File: src/rtl/upconverter_par_if.sv
// Sample-in / word-out handshake bundle for upconverter_par.
interface upconverter_par_if #(
  parameter int W     = 1,
  parameter int LANES = 4
);
  logic                 s_valid;
  logic                 s_ready;
  logic [W-1:0]         s_i;
  logic [W-1:0]         s_q;
  logic                 m_valid;
  logic                 m_ready;
  logic [LANES*W-1:0]   m_data;
  logic [1:0]           m_phase;

  modport master (
    output s_valid, s_i, s_q, m_ready,
    input  s_ready, m_valid, m_data, m_phase
  );

  modport slave (
    input  s_valid, s_i, s_q, m_ready,
    output s_ready, m_valid, m_data, m_phase
  );
endinterface

File: src/rtl/upconverter_par.sv
// Parallel fs/4 digital upconverter: one I/Q beat in, LANES rotated samples out.
module upconverter_par #(
  parameter int W     = 1,
  parameter int LANES = 4
) (
  input  logic                aclk,
  input  logic                rst,
  upconverter_par_if.slave    bus,
  input  logic [1:0]          mode,
  input  logic                phase_clr,
  output logic                underflow,
  output logic [15:0]         underflow_cnt
);

  if (!(LANES == 2 || LANES == 4 || LANES == 8)) begin : g_lanes_check
    $error("upconverter_par: LANES must be 2, 4 or 8");
  end

  localparam logic [W-1:0] SIGN = W'(1) << (W - 1);
  localparam logic [W-1:0] FULL = (W == 1) ? W'(1) : ~SIGN;
  localparam logic [1:0]   STEP = 2'(LANES % 4);

  logic                 valid_q;
  logic [LANES*W-1:0]   data_q;
  logic [1:0]           phase_q;
  logic [1:0]           p;
  logic                 clr_pend;
  logic                 armed;
  logic [15:0]          cnt_q;

  logic                 ready;
  logic                 accept;
  logic                 starved;
  logic [1:0]           p_use;
  logic [LANES*W-1:0]   word;
  logic [W-1:0]         iv;
  logic [W-1:0]         qv;
  logic [W-1:0]         lane;
  logic [1:0]           r;

  // W=1 is a +/-1 bitstream, so negation is inversion; wider words saturate the most negative code.
  function automatic logic [W-1:0] neg(input logic [W-1:0] x);
    if (W == 1)
      return ~x;
    else if (x == SIGN)
      return ~SIGN;
    else
      return ~x + W'(1);
  endfunction

  // Handshake, effective phase and starvation detect.
  always_comb begin
    ready   = !rst && (!valid_q || bus.m_ready);
    accept  = bus.s_valid && ready;
    p_use   = (phase_clr || clr_pend) ? 2'b00 : p;
    starved = !rst && armed && bus.m_ready && !valid_q;
  end

  // Build the rotated output word for the beat on the input this cycle.
  always_comb begin
    word = '0;
    iv   = (mode == 2'd3) ? FULL : bus.s_i;
    qv   = (mode == 2'd3) ? FULL : bus.s_q;
    lane = '0;
    r    = '0;
    for (int unsigned k = 0; k < LANES; k++) begin
      r = p_use + 2'(k);
      case (mode)
        2'd2: lane = iv;
        2'd1: begin
          case (r)
            2'd0:    lane = iv;
            2'd1:    lane = qv;
            2'd2:    lane = neg(iv);
            default: lane = neg(qv);
          endcase
        end
        default: begin
          case (r)
            2'd0:    lane = iv;
            2'd1:    lane = neg(qv);
            2'd2:    lane = neg(iv);
            default: lane = qv;
          endcase
        end
      endcase
      word[k*W +: W] = lane;
    end
  end

  // Output register, rotation phase and latched phase clear.
  always_ff @(posedge aclk) begin
    if (rst) begin
      valid_q  <= 1'b0;
      data_q   <= '0;
      phase_q  <= '0;
      p        <= '0;
      clr_pend <= 1'b0;
    end else if (accept) begin
      valid_q  <= 1'b1;
      data_q   <= word;
      phase_q  <= p_use;
      p        <= p_use + STEP;
      clr_pend <= 1'b0;
    end else begin
      if (bus.m_ready)
        valid_q <= 1'b0;
      if (phase_clr)
        clr_pend <= 1'b1;
    end
  end

  // Underflow arming and saturating starved-cycle counter.
  always_ff @(posedge aclk) begin
    if (rst) begin
      armed <= 1'b0;
      cnt_q <= '0;
    end else begin
      if (valid_q)
        armed <= 1'b1;
      if (starved && cnt_q != 16'hFFFF)
        cnt_q <= cnt_q + 16'd1;
    end
  end

  assign bus.s_ready   = ready;
  assign bus.m_valid   = valid_q;
  assign bus.m_data    = data_q;
  assign bus.m_phase   = phase_q;
  assign underflow     = starved;
  assign underflow_cnt = cnt_q;

endmodule

File: src/flat_wrapper.sv
// flat-port wrapper written by rule: the top's interface ports become plain ports
module upconverter_par_flat 
#(
  parameter int W     = 1,
  parameter int LANES = 4
)
  (aclk, rst, mode, phase_clr, underflow, underflow_cnt, bus_s_valid, bus_s_i, bus_s_q, bus_m_ready, bus_s_ready, bus_m_valid, bus_m_data, bus_m_phase);
  upconverter_par_if #(.W(W), .LANES(LANES)) bus_i ();
  input  logic aclk;
  input  logic rst;
  input  logic [1:0] mode;
  input  logic phase_clr;
  output logic underflow;
  output logic [15:0] underflow_cnt;
  input wire logic [$bits(bus_i.s_valid)-1:0] bus_s_valid;
  input wire logic [$bits(bus_i.s_i)-1:0] bus_s_i;
  input wire logic [$bits(bus_i.s_q)-1:0] bus_s_q;
  input wire logic [$bits(bus_i.m_ready)-1:0] bus_m_ready;
  output wire logic [$bits(bus_i.s_ready)-1:0] bus_s_ready;
  output wire logic [$bits(bus_i.m_valid)-1:0] bus_m_valid;
  output wire logic [$bits(bus_i.m_data)-1:0] bus_m_data;
  output wire logic [$bits(bus_i.m_phase)-1:0] bus_m_phase;
  assign bus_i.s_valid = bus_s_valid;
  assign bus_i.s_i = bus_s_i;
  assign bus_i.s_q = bus_s_q;
  assign bus_i.m_ready = bus_m_ready;
  assign bus_s_ready = bus_i.s_ready;
  assign bus_m_valid = bus_i.m_valid;
  assign bus_m_data = bus_i.m_data;
  assign bus_m_phase = bus_i.m_phase;
  upconverter_par #(.W(W), .LANES(LANES)) u_core (.aclk(aclk), .rst(rst), .bus(bus_i), .mode(mode), .phase_clr(phase_clr), .underflow(underflow), .underflow_cnt(underflow_cnt));
endmodule
File: config.mk
export PLATFORM = sky130hd
export DESIGN_NAME = upconverter_par_flat
export DESIGN_NICKNAME = d
export VERILOG_FILES = /design/src/rtl/upconverter_par_if.sv /design/src/rtl/upconverter_par.sv /design/src/flat_wrapper.sv
export SDC_FILE = /design/constraint.sdc
export NUM_CORES = 1
export LEC_CHECK = 0
export CAP_MARGIN = 20
export CORE_MARGIN = 5
export CORE_UTILIZATION = 62
export DETAILED_ROUTE_END_ITERATION = 8
export DONT_BUFFER_PORTS = 1
export HOLD_SLACK_MARGIN = 0.1
export PLACE_DENSITY_LB_ADDON = 0.3
export SYNTH_ARGS = -nofsm -noshare
export SYNTH_HDL_FRONTEND = slang
export SYNTH_SLANG_ARGS = --single-unit
export TNS_END_PERCENT = 1
File: constraint.sdc
create_clock -name aclk -period 1.75 [get_ports aclk]
set_input_delay 0.2625 -clock aclk [delete_from_list [all_inputs] [get_ports aclk]]
set_output_delay 0.2625 -clock aclk [all_outputs]
set_load 0.05 [all_outputs]
* After elaboration in Yosys (flattened, before gate mapping) *
Cells that the tools add are included.

operators by class
  add/sub/neg operators = 4
  reductions and logical operators = 16
  equality and inequality tests = 12
  bitwise logic cells = 2
  multiplexer cells = 17

operator list
  operator                                                               number
  1-bit one-hot mux with 3 select lines                                  8
  16-bit by 1-bit adder with 16-bit output, second input constant        1
  16-bit inequality test, second input constant                          1
  2-bit equality test, second input constant                             6
  2-bit by 1-bit equality test with 1-bit output, second input constant  5
  2-bit logical NOT                                                      4
  1-bit one-hot mux with 2 select lines                                  4
  1-bit logical AND                                                      6
  2-bit adder, second input constant                                     2
  1-bit two-way mux                                                      4
  2-bit by 1-bit adder with 2-bit output, second input constant          1
  1-bit logical NOT                                                      2
  1-bit logical OR                                                       2
  2-bit two-way mux                                                      1
  1-bit NOT                                                              2
  2-bit nonzero test                                                     1
  2-bit OR reduction                                                     1

word-level totals
  input port bits = 9
  register bits after elaboration = 25
  output and inout port bits = 25

* Logic depth before layout (Yosys ltp) *
Gate-level depths: netlist (run 1).

  depth after elaboration = 6
  depth in mapped cells = 7

* Least setup slack after synthesis (run 1) *
No wires, ideal clock.

  path type = register to register
  start point = reg u_core.valid_q, in the netlist u_core.bus.m_valid
  end point = reg u_core.data_q[2], in the netlist u_core.bus.m_data[2]
  setup time = 57 ps
  setup slack = -332 ps
  required time = 1693 ps
  clock period less this slack = 2082 ps
  arrival = 2025 ps
  cell stages (with the launch flop) = 6
  path buffers = 0
  cell sequence = dfxtp_1 nor2b_1 nor2_1 nand2_1 nor4b_1 or3_1

between the ends
  word-level cells in the longest chain between the ends = 4

ends and longest elaborated chain
  what                    RTL line                text
  start, declared         upconverter_par.sv:23   logic valid_q;
  start signal, assigned  upconverter_par.sv:94   valid_q <= 1'b0;
  start signal, assigned  upconverter_par.sv:100  valid_q <= 1'b1;
  start signal, assigned  upconverter_par.sv:107  valid_q <= 1'b0;
  1-bit logical NOT       upconverter_par.sv:53   ready = !rst && (!valid_q || bus.m_ready);
  1-bit logical OR        upconverter_par.sv:53
  1-bit logical AND       upconverter_par.sv:53
  named net bus_s_ready   flat_wrapper.sv:19      output wire logic [$bits(bus_i.s_ready)-1:0] bus_s_ready;
  1-bit logical AND       upconverter_par.sv:54   accept = bus.s_valid && ready;
  end signal, assigned    upconverter_par.sv:101  data_q <= word;
  end, declared           upconverter_par.sv:24   logic [LANES*W-1:0] data_q;

The timed path passes the listed nets, and every way through them passes these cells.
A chain may end at the register's enable or synchronous reset.

* Worst setup path after layout (run 1) *
  start point = reg u_core.cnt_q[0], in the netlist u_core.underflow_cnt[0]
  end point = reg u_core.cnt_q[1], in the netlist u_core.underflow_cnt[1]

between the ends
  word-level cells in the longest chain between the ends = 2

ends and longest elaborated chain
  what                                                                              RTL line                text
  start, declared                                                                   upconverter_par.sv:29   logic [15:0] cnt_q;
  start signal, assigned                                                            upconverter_par.sv:122  cnt_q <= cnt_q + 16'd1;
  branches (longest 2 deep; another with 16-bit by 1-bit adder with 16-bit output)  n/a

Parallel ways; which one is timed is not known.

==> results of run 1 <==
registers in the layout, summed over array words and instances, names as in the netlist:
register	cells
u_core.bus.m_phase	2
u_core.clr_pend	1
u_core.bus.m_data	4
u_core.bus.m_valid	1
u_core.armed	1
u_core.underflow_cnt	16
layer usage:
| metal | up-vias | wire length (um) | track usage |
|---|---|---|---|
| met5 | - | 0 | 0 |
| met4 | 0 | 37 | 0.0680 |
| met3 | 7 | 416 | 0.0850 |
| met2 | 87 | 1650 | 0.361 |
| met1 | 645 | 1500 | 0.289 |
| li1 | 689 | - | - |
timing repair:
action                                  CTS  global route
endpoints found under the hold margin    13             1
setup buffers                             0             0
resized for setup                         0             1
endpoints found under the setup margin    0             1
hold buffers                              2             1
how the worst min path moves through the flow:
stage	endpoint	cells after the start	slack, ps
6_report	u_core.bus.m_valid	3	150
5_1_grt	u_core.clr_pend	2	160
4_1_cts	u_core.bus.m_phase[1]	2	120
3_5_place_dp	u_core.bus.m_valid	1	330
3_3_place_gp	u_core.underflow_cnt[1]	1	330
2_1_floorplan	u_core.bus.m_valid	2	380
cell usage in the layout (no fill, tap or decap), types with 3 or more instances in the layout:
cell type                       netlist  routed
sky130_fd_sc_hd__dlygate4sd3_1        0       3
sky130_fd_sc_hd__and2_1               3       3
sky130_fd_sc_hd__nand2_1             11      11
sky130_fd_sc_hd__and3_1               4       4
sky130_fd_sc_hd__buf_4                0      25
sky130_fd_sc_hd__nor2_1              21      19
sky130_fd_sc_hd__clkbuf_4             0       3
sky130_fd_sc_hd__dfxtp_1             25      13
sky130_fd_sc_hd__nor3_1               6       6
sky130_fd_sc_hd__o211ai_1             6       6
sky130_fd_sc_hd__o31ai_1              3       3
sky130_fd_sc_hd__mux2i_1              4       4
sky130_fd_sc_hd__inv_1                5       5
sky130_fd_sc_hd__nor2b_1              3       3
sky130_fd_sc_hd__ha_1                 4       4
sky130_fd_sc_hd__nand3_1             10      10
sky130_fd_sc_hd__a21oi_1              8       8
sky130_fd_sc_hd__nand4_1              3       3
sky130_fd_sc_hd__xor2_1               7       7
sky130_fd_sc_hd__dfxtp_2              0      10
sky130_fd_sc_hd__o21ai_0              9       9
worst min-delay path: stages:
cell and delay, ps:
sky130_fd_sc_hd__nor2b_1 60, sky130_fd_sc_hd__nor2_1 90, sky130_fd_sc_hd__nor2_1 40
through the flow:
| step | util | instances | power, mW |
|---|---|---|---|
| 4_1_cts | 0.775 | 226 | 1.02 |
| 2_1_floorplan | - | 173 | 0.737 |
| 3_3_place_gp | 0.754 | 220 | 0.759 |
| 3_5_place_dp | 0.754 | 220 | 0.765 |
| 5_1_grt | 0.781 | 227 | 1.07 |
| 6_report | 0.781 | 227 | 1.02 |
power groups by stage:
stage / Combinational, mW / Clock (mW) / Sequential, mW
after global placement: 0.132 / 0 / 0.627
final: 0.150 / 0.256 / 0.614
after global routing: 0.162 / 0.294 / 0.617
after floorplan: 0.0924 / 0 / 0.644
after CTS: 0.146 / 0.261 / 0.615
after detailed placement: 0.137 / 0 / 0.628
cell type report:
cell class,count,share of cell area
repair buffers,28,0.124
flip-flops and latches,25,0.296
multi-input cells,135,0.527
clock buffers,3,0.0128
well taps,28,0.0199
inverters,7,0.0178
clock inverters,1,0.00284
kinds of logic (layout without fill, tap and decap cells):
kind of cell	Yosys count	count (layout)	share of synthesized area
buf+inv	13	39	0.0437
fa+ha+maj	4	4	0.0336
flops	25	25	0.336
simple gates	79	79	0.322
mux	4	4	0.0269
xor+xnor	9	9	0.0529
compound gates	39	39	0.185
==> run summary, run 1 <==
After layout, the minimum clock period comes to 1600 ps. Counting every net in the synthesized netlist gives 186. The total number of cells along the worst setup path was 6; the placed standard-cell area was 1700 um^2.

The number of synthesized flops with an enable pin is 0, and the count of synthesis-stage warnings from yosys is 0. Yosys instantiated no cell more often than sky130_fd_sc_hd__dfxtp_1. The cell area that synthesis handed to floorplanning was 1490 um^2. The flow ran to the end, and the final reports show no timing, DRC or antenna violations. The starting density of the core is 0.660, and the total number of vias is 1,428. After routing the design area is 1760 um^2. Between clock sinks in the finished design, the worst skew comes to 1.86 ps. For this run the aggregate overflow at the end of global routing stands at 0. Ranked by instance count, the synthesized netlist is headed by 25 x sky130_fd_sc_hd__dfxtp_1, 21 x sky130_fd_sc_hd__nor2_1, 11 x sky130_fd_sc_hd__nand2_1, 10 x sky130_fd_sc_hd__nand3_1, 9 x sky130_fd_sc_hd__o21ai_0. Buffers placed on the I/O ports in this run total 0. The first global-routing pass estimated 6.21 mm of wire. The first routing iteration left 103 violations. The number of storage elements in the synthesis netlist was 25.

The later pin in the worst-skew pair is clocked with a latency of 320 ps. Broken down by cell family, the worst path's largest delay share belongs to simple AND/OR/NAND/NOR gates. In this run the horizontal extent of the chip is 59.0 um. The critical path contains buffers and inverters numbering 0 combined. The multi-input combinational cells in the finished layout cover a total of 928 um^2.

For the number of failing hold endpoints at the final stage, the log shows 0. The worst register-to-register path begins at u_core.underflow_cnt[0]. After filler insertion, the fill cell instance count of the layout stands at 168. After detailed routing, the total wire length is 3.61 mm.

Of all nets on the critical path, the largest fanout is 7. The min-delay analysis places its worst path in the category input port to flip-flop. The post-layout net count was 213. Tracing the worst setup path back leads to its startpoint at u_core.underflow_cnt[0].

Before CTS, the worst setup slack after placement is 117 ps. For the combinational power share, the log shows 0.147. The analysis attributes to cell leakage a power of 0.733 nW. The die covers 3480 um^2. The clock-pin slew on the worst setup and hold paths is 130 ps, and the maximum frequency from static timing analysis is 625 MHz. The tools report the internal power contribution as 0.722 mW. The worst reg2reg path depth is 6. The tools report the H-tree depth reported by CTS as 1. The worst setup path is captured at a flip-flop. After detailed routing, the average wire length per cell comes to 15.9 um. The signal on the critical path passes through ha_1 -> and3_1 -> nand4_4 -> o21ai_4 -> mux2i_1 -> nor2_1. The run gives 0 as the number of setup violations in the final report. In the final timing run, aggregate negative setup slack is 0 ps.

The worst relative slew slack is 0.656. Counting every instance in the synthesized netlist gives 173. The clock share of power was 0.251. The DRC violation count after routing was 0. The layout cell share with drive strength beyond 1 works out to 0.271. The number of antenna violations at the first check in global routing is 0.

The number of placed I/O pins came out at 34. Switching share of power: 0.292. The logs give 0.602 for the sequential cell fraction of total power and 2.82 mm for the HPWL reported at the end of detailed placement. In this run the power spent charging and discharging nets is 0.298 mW. The global-route total usage across every layer was 0.228; the detail-routed via count per cell was 6.29.

The logs give 520 um^2 for the sequential cell area and 151 ps for the setup slack of the critical path after layout. The area added between synthesis and finish came out at 18.2%. Entering global routing, the biggest net connects 15 pins. Maximum vdd ir drop: 0.000537 V.

After synthesis, the cell types taking the most area are sky130_fd_sc_hd__dfxtp_1 34%, sky130_fd_sc_hd__nor2_1 5.3%, sky130_fd_sc_hd__xor2_1 4.1%. In this run the register-to-register setup slack is 150 ps. In this run the power density over the cells is 579 nW/um^2. The sequential fraction of the synthesis area came out at 0.336. Hold is met by 146 ps. The proportion of register bits with asynchronous set or reset after synthesis is 0, and the final period utilization is 0.914. In this run the critical register-to-register path is captured at u_core.underflow_cnt[1].

The number of clock buffers inserted by TritonCTS is 3. The tree built by TritonCTS fans out to 25 sinks. In this run the worst setup path terminates at u_core.underflow_cnt[1].

For the final number of max-transition violations, the log shows 0. Data on the critical path arrives at its endpoint at 1810 ps. The detail route stage leaves a number of antenna-violating nets equal to 0. The congestion estimate from routability-driven global placement came to 0.929. Among all flip-flop cells after synthesis, the most frequent one is sky130_fd_sc_hd__dfxtp_1.

The library cell contributing the largest single delay on the critical path was sky130_fd_sc_hd__dfxtp_4. In this run the mean area of a mapped cell was 8.61 um^2. The transition time at the pin with the least slew margin was 516 ps.

The category of the worst setup path launch point is a flip-flop. For the number of distinct library cells after synthesis, the log shows 49. Across the run, the number of max-cap violations was 0. TritonCTS built the clock tree.

Before antenna repair, the detailed router went through 4 iterations. The required time of the critical path came out at 1960 ps. Top-area cell type share of the netlist area: 0.336.

The logs give 1,360 for the via count of the first global-routing pass and 2250 um^2 for the core region area. The tools report the CTS root buffer as sky130_fd_sc_hd__clkbuf_4. 0 antenna diodes ended up in the layout.

The die is 59.0 um tall. Cell type with the largest total area after synthesis: sky130_fd_sc_hd__dfxtp_1. No sink is reached through more buffers than the 2 on the longest clock path. Placement row count: 17.

Setup repair after global routing left no endpoint under its margin. In this run the most critical hold path is launched from bus_m_ready. The largest single stage delay on the critical path is 370 ps. The worst setup path is of the flip-flop to flip-flop kind.
(Power assumes the default switching activity.)
==> inputs of run 2 (changes only) <==
--- a/config.mk
+++ b/config.mk
@@ -5,13 +5,13 @@
 export SDC_FILE = /design/constraint.sdc
 export NUM_CORES = 1
 export LEC_CHECK = 0
-export CAP_MARGIN = 20
 export CORE_MARGIN = 5
 export CORE_UTILIZATION = 62
 export DETAILED_ROUTE_END_ITERATION = 8
 export DONT_BUFFER_PORTS = 1
 export HOLD_SLACK_MARGIN = 0.1
 export PLACE_DENSITY_LB_ADDON = 0.3
+export SKIP_LAST_GASP = 1
 export SYNTH_ARGS = -nofsm -noshare
 export SYNTH_HDL_FRONTEND = slang
 export SYNTH_SLANG_ARGS = --single-unit
==> results of run 2 <==
No change in the layout: final DEF, timing and power equal those of run 1.
